$ cat config.mk
export PLATFORM = sky130hd
export DESIGN_NAME = power_flat
export DESIGN_NICKNAME = d
export VERILOG_FILES = /design/src/rtl/power_if.sv /design/src/rtl/power.sv /design/src/flat_wrapper.sv
export SDC_FILE = /design/constraint.sdc
export NUM_CORES = 1
export LEC_CHECK = 0
export CORE_UTILIZATION = 45
export DETAILED_ROUTE_END_ITERATION = 8
export HOLD_SLACK_MARGIN = 0.02
export PLACE_DENSITY_LB_ADDON = 0.05
export SYNTH_ARGS = -nofsm -noshare
export SYNTH_HDL_FRONTEND = slang
export SYNTH_SLANG_ARGS = --single-unit
$ cat constraint.sdc
create_clock -name clk -period 2.5 [get_ports clk]
set_clock_uncertainty 0.05 [all_clocks]
set_input_delay 0.5 -clock clk [delete_from_list [all_inputs] [get_ports clk]]
set_output_delay 0.5 -clock clk [all_outputs]
set_load 0.02 [all_outputs]
$ cat src/rtl/power_if.sv
// Power-level bus: step/mode requests in, registered level out.
interface power_if;
    logic [1:0] powerUse;
    logic       powerMode;
    logic [7:0] powerOut;

    // Requester side: drives step and mode, observes the level
    modport master (
        output powerUse,
        output powerMode,
        input  powerOut
    );

    // Power block side: consumes step and mode, publishes the level
    modport slave (
        input  powerUse,
        input  powerMode,
        output powerOut
    );
endinterface

$ cat src/rtl/power.sv
// Saturating power-level accumulator.
// Each clock the level moves by powerUse, down in drain mode and up in
// charge mode, clamping at MIN_LEVEL / MAX_LEVEL instead of wrapping.
module power #(
    parameter logic [7:0] MAX_LEVEL = 8'd255,
    parameter logic [7:0] MIN_LEVEL = 8'd0
) (
    input  logic    clk,
    input  logic    rst,
    power_if.slave  pwr
);

    logic       selDec;
    logic       limMin;
    logic       limMax;

    logic [8:0] sum_w;
    logic [8:0] diff_w;
    logic [8:0] floor_w;
    logic [8:0] head_w;

    logic [7:0] power_out_q;
    logic [7:0] power_out_d;

    assign selDec = ~pwr.powerMode;

    // 9-bit add/subtract; bit 8 is the carry (add) or borrow (subtract)
    assign sum_w  = {1'b0, power_out_q} + {7'b0, pwr.powerUse};
    assign diff_w = {1'b0, power_out_q} - {7'b0, pwr.powerUse};

    // A non-zero floor/ceiling is handled with a second borrow stage so the
    // limits always come from carry/borrow bits rather than magnitude compares.
    assign floor_w = {1'b0, diff_w[7:0]} - {1'b0, MIN_LEVEL};
    assign head_w  = {1'b0, MAX_LEVEL} - {1'b0, sum_w[7:0]};

    assign limMin = selDec  & (diff_w[8] | floor_w[8]);
    assign limMax = ~selDec & (sum_w[8]  | head_w[8]);

    // Next level: step in the selected direction, clamp on over/underflow
    always_comb begin
        power_out_d = power_out_q;
        if (selDec) begin
            power_out_d = limMin ? MIN_LEVEL : diff_w[7:0];
        end else begin
            power_out_d = limMax ? MAX_LEVEL : sum_w[7:0];
        end
    end

    // Level register; reset restores full charge and wins over any step
    always_ff @(posedge clk) begin
        if (rst) begin
            power_out_q <= MAX_LEVEL;
        end else begin
            power_out_q <= power_out_d;
        end
    end

    assign pwr.powerOut = power_out_q;

endmodule

$ cat src/flat_wrapper.sv
// flat-port wrapper written by rule: the top's interface ports become plain ports
module power_flat 
#(
    parameter logic [7:0] MAX_LEVEL = 8'd255,
    parameter logic [7:0] MIN_LEVEL = 8'd0
)
  (clk, rst, pwr_powerUse, pwr_powerMode, pwr_powerOut);
  power_if pwr_i ();
  input  logic clk;
  input  logic rst;
  input wire logic [$bits(pwr_i.powerUse)-1:0] pwr_powerUse;
  input wire logic [$bits(pwr_i.powerMode)-1:0] pwr_powerMode;
  output wire logic [$bits(pwr_i.powerOut)-1:0] pwr_powerOut;
  assign pwr_i.powerUse = pwr_powerUse;
  assign pwr_i.powerMode = pwr_powerMode;
  assign pwr_powerOut = pwr_i.powerOut;
  power #(.MAX_LEVEL(MAX_LEVEL), .MIN_LEVEL(MIN_LEVEL)) u_core (.clk(clk), .rst(rst), .pwr(pwr_i));
endmodule
Word level (Yosys, flattened, before mapping)
Index checks and enable logic that the tools add are counted.
Widths: inputs -> output; s select.
{"block": "totals", "regBits": 8, "word_cells": 11}
{"block": "classes", "add_sub_neg": 3, "muxes": 3, "bitwise": 4}
{"op": "$mux 8", "count": 3}
{"op": "$add 8x2->9", "count": 1}
{"op": "$sub 8x2->9", "count": 1}
{"op": "$sub 8x8->9 const A", "count": 1}
{"op": "$and 1x1->1", "count": 2}
{"op": "$not 1->1", "count": 1}
{"op": "$or 1x1->1", "count": 1}

Logic depth before layout (Yosys ltp)
{"block": "logic_depth", "ltp_word": 6, "ltp_mapped": 8, "mapped_depth_nobuf": 8}

Worst setup path after synthesis
Ideal clock, no wire load.
{"block": "synth_path", "kind": "in2reg", "startpoint": "input pwr_powerUse[0]", "endpoint": "register u_core.power_out_q[0] (netlist: u_core.pwr.powerOut[0])", "setup_ps": 134, "t_arrival_ps": 1960, "required_ps": 2316, "setup_slack_ps": 356, "cell_stages": 7, "path_buffers": 0, "path_cell_list": "ha_1 inv_1 fa_1 nor2_2 and3b_2 a21oi_1 or4_1"}
{"block": "synth_via", "elab_chain_len": 6}
{"element": "start, declared", "line_no": "flat_wrapper.sv:11", "rtl": "input wire logic [$bits(pwr_i.powerUse)-1:0] pwr_powerUse;"}
{"element": "$add 8x2->9", "line_no": "power.sv:28", "rtl": "assign sum_w = {1'b0, power_out_q} + {7'b0, pwr.powerUse};"}
{"element": "$sub 8x8->9", "line_no": "power.sv:34", "rtl": "assign head_w = {1'b0, MAX_LEVEL} - {1'b0, sum_w[7:0]};"}
{"element": "$or 1x1->1", "line_no": "power.sv:37", "rtl": "assign limMax = ~selDec & (sum_w[8] | head_w[8]);"}
{"element": "$and 1x1->1", "line_no": "power.sv:37"}
{"element": "$mux 8", "line_no": "power.sv:45", "rtl": "power_out_d = limMax ? MAX_LEVEL : sum_w[7:0];"}
{"element": "$mux 8 (*)", "line_no": "power.sv:42", "rtl": "if (selDec) begin"}
{"element": "end signal, assigned", "line_no": "power.sv:54", "rtl": "power_out_q <= power_out_d;"}
{"element": "end, declared", "line_no": "power.sv:22", "rtl": "logic [7:0] power_out_q;"}
Every way passes the cells marked *; elsewhere a longest branch is shown, timed or not.
A chain may end at the register's enable or synchronous reset.

Worst setup path in the final report
Ends and elaborated chain as after synthesis.

==> impl_metrics.tcl <==
set metrics [dict create \
    outcome "complete, no violations" \
    ys_seq_area_frac 0.233 \
    cts_buffer_depth 2 \
    post_cts_buffers 0 \
    post-route-util 0.650 \
    cts_sinks 8 \
    fmax_mhz 423 \
    port-buffer-count 12 \
    gp_congestion 0.881 \
    largest_register_ffs 8 \
    synth.distinct_cells 40 \
    ctsRootBufferMaster "clkbuf_4" \
    critPathKind "input port to flip-flop" \
    fillers 127 \
    ys_warn_count 0 \
    core_um2 1370 \
    layout_common_cells "clkdlybuf4s50_1, buf_4, dfxtp_1, inv_1, o21ai_0" \
    die-area_um2 1690 \
    tightest_slew_ns 0.519 \
    cts_tree "done" \
    firstDrtPassIters 4 \
    first_iter_violations 20 \
    min_period_ns 2.37 \
    grt_pass1_vias 551 \
    path_clk_slew_ns 0.05 \
    clk_latency_ns 0.26 \
    die_y_um 41.1 \
    grt_setup_unrepaired "false" \
    cts_buffers 3 \
    slew_headroom 0.652 \
    wirelength_mm 1.70 \
    grt_max_degree 11 \
    slew_viol_final 0 \
    dpl.hpwl_mm 1.28 \
    min_path_type "flip-flop to flip-flop" \
    cp_data_arrival_time_ns 2.45 \
    drc 0 \
    fin_tns_setup_ns 0 \
    grt_overflow_total 0 \
    startpoint_type "input port" \
    syn_to_final_growth_pct 29.3 \
    synth_ff_type "dfxtp_1" \
    cp.required_ns 2.58 \
    nets 115 \
    antenna_cells 0 \
    synthArstFlopShare 0 \
    drive_gt1_frac 0.167 \
    wl_per_cell_um 14.5 \
    irDropWorstVdd_v 0.000320 \
    leakage_uw 0.000385 \
    postRouteAntennaNets 0 \
    netlist_instances 82 \
    max_cap_viol_count 0 \
    power_density_nw_per_um2 549 \
    layout.cells.most_common "clkdlybuf4s50_1" \
    dieWidth_um 41.1 \
    crit_fanout 2 \
    setup_violations 0 \
    timing.final.crit_share 0.946 \
    netlist_area_um2 687 \
    io-pin-count 13 \
    viasPerCell 5.83 \
    synth_edf_count 0 \
    dr_total_vias 682 \
    crit_path_end_kind "flip-flop" \
    initial_core_util 0.503 \
    track_usage 0.239 \
    grt_first_pass_wirelength_mm 2.50 \
    hold_violations 0 \
    ys_ff_latch 8 \
    rows 13 \
    cts-htree-levels 1 \
    syn_nets 93 \
    avgSynthCellArea_um2 8.38 \
    cts-resized-gates 0 \
    hold_buffers 0 \
    antenna_found_initial 0 \
]
metrics by stage:
step                      area (um2)  cells  worst slack, ns  total power, uW  hold WS, ns
after floorplan                  687     82            0.356              314        0.544
after global placement           866    114           -0.111              381        0.626
after detailed placement         866    114           -0.145              387        0.628
after CTS                        888    117            0.118              491        0.658
after global routing             888    117           0.0200              521        0.696
final                            888    117            0.135              488        0.661
cells by family (layout without fill, tap and decap cells):
family,after synthesis,in the layout,synth area share
and+or+nand+nor,28,28,0.233
buffers and inverters,12,32,0.0892
xor gates and xnor gates,6,6,0.0765
DFF,8,8,0.233
AOI/OAI and AO/OA,20,20,0.204
adders and majority gates,6,6,0.131
muxes,2,2,0.0328
cell usage after synthesis, drive strengths merged (2+ instances only):
master  count  share of area
dfxtp       8           0.23
inv         7          0.038
o21ai       7          0.051
nor2        5          0.031
nor3        5          0.044
xnor2       5          0.064
buf         4          0.046
ha          4          0.073
nand2       4          0.022
a221o       3          0.044
a21oi       2          0.015
fa          2          0.058
mux2        2          0.033
nand2b      2          0.018
nand3       2          0.015
report_power, final:
part | switching [uW] | internal [uW] | total, uW
Sequential | 34.1 | 142 | 177
Clock | 46.4 | 55.1 | 102
Combinational | 101 | 109 | 210
Total | 181 | 307 | 488
area by class of cell:
class | count | area, um2 | share of cell area
clock buffer | 3 | 22.5 | 0.0254
timing repair buffer | 22 | 195 | 0.220
inverter | 7 | 26.3 | 0.0296
multi-input combinational | 62 | 465 | 0.524
sequential | 8 | 160 | 0.180
tap | 15 | 18.8 | 0.0211
routing by layer:
| metal | wire length, um | up-vias | track usage |
|---|---|---|---|
| met4 | 10 | 0 | 0.0333 |
| li1 | - | 333 | - |
| met3 | 119 | 2 | 0.0978 |
| met1 | 769 | 321 | 0.292 |
| met5 | 0 | - | 0 |
| met2 | 800 | 26 | 0.395 |
worst paths after layout:
kind | slack, ns | to | startpoint | depth (start not counted)
max reg2reg | 0.48 | u_core.pwr.powerOut[0]$_SDFF_PP1_ | u_core.pwr.powerOut[0]$_SDFF_PP1_ | 8
min reg2reg | 0.66 | u_core.pwr.powerOut[6]$_SDFF_PP1_ | u_core.pwr.powerOut[6]$_SDFF_PP1_ | 2
min | 0.66 | u_core.pwr.powerOut[6]$_SDFF_PP1_ | u_core.pwr.powerOut[6]$_SDFF_PP1_ | 2
max | 0.13 | u_core.pwr.powerOut[0]$_SDFF_PP1_ | pwr_powerUse[0] | 8
worst max-delay path, stage by stage:
cell and delay [ns]:
clkdlybuf4s50_1 0.48, ha_1 0.15, inv_1 0.05, fa_1 0.39, nor2_2 0.13, and3b_2 0.20, a21oi_1 0.06, or4_1 0.49
(Power assumes the default switching activity.)
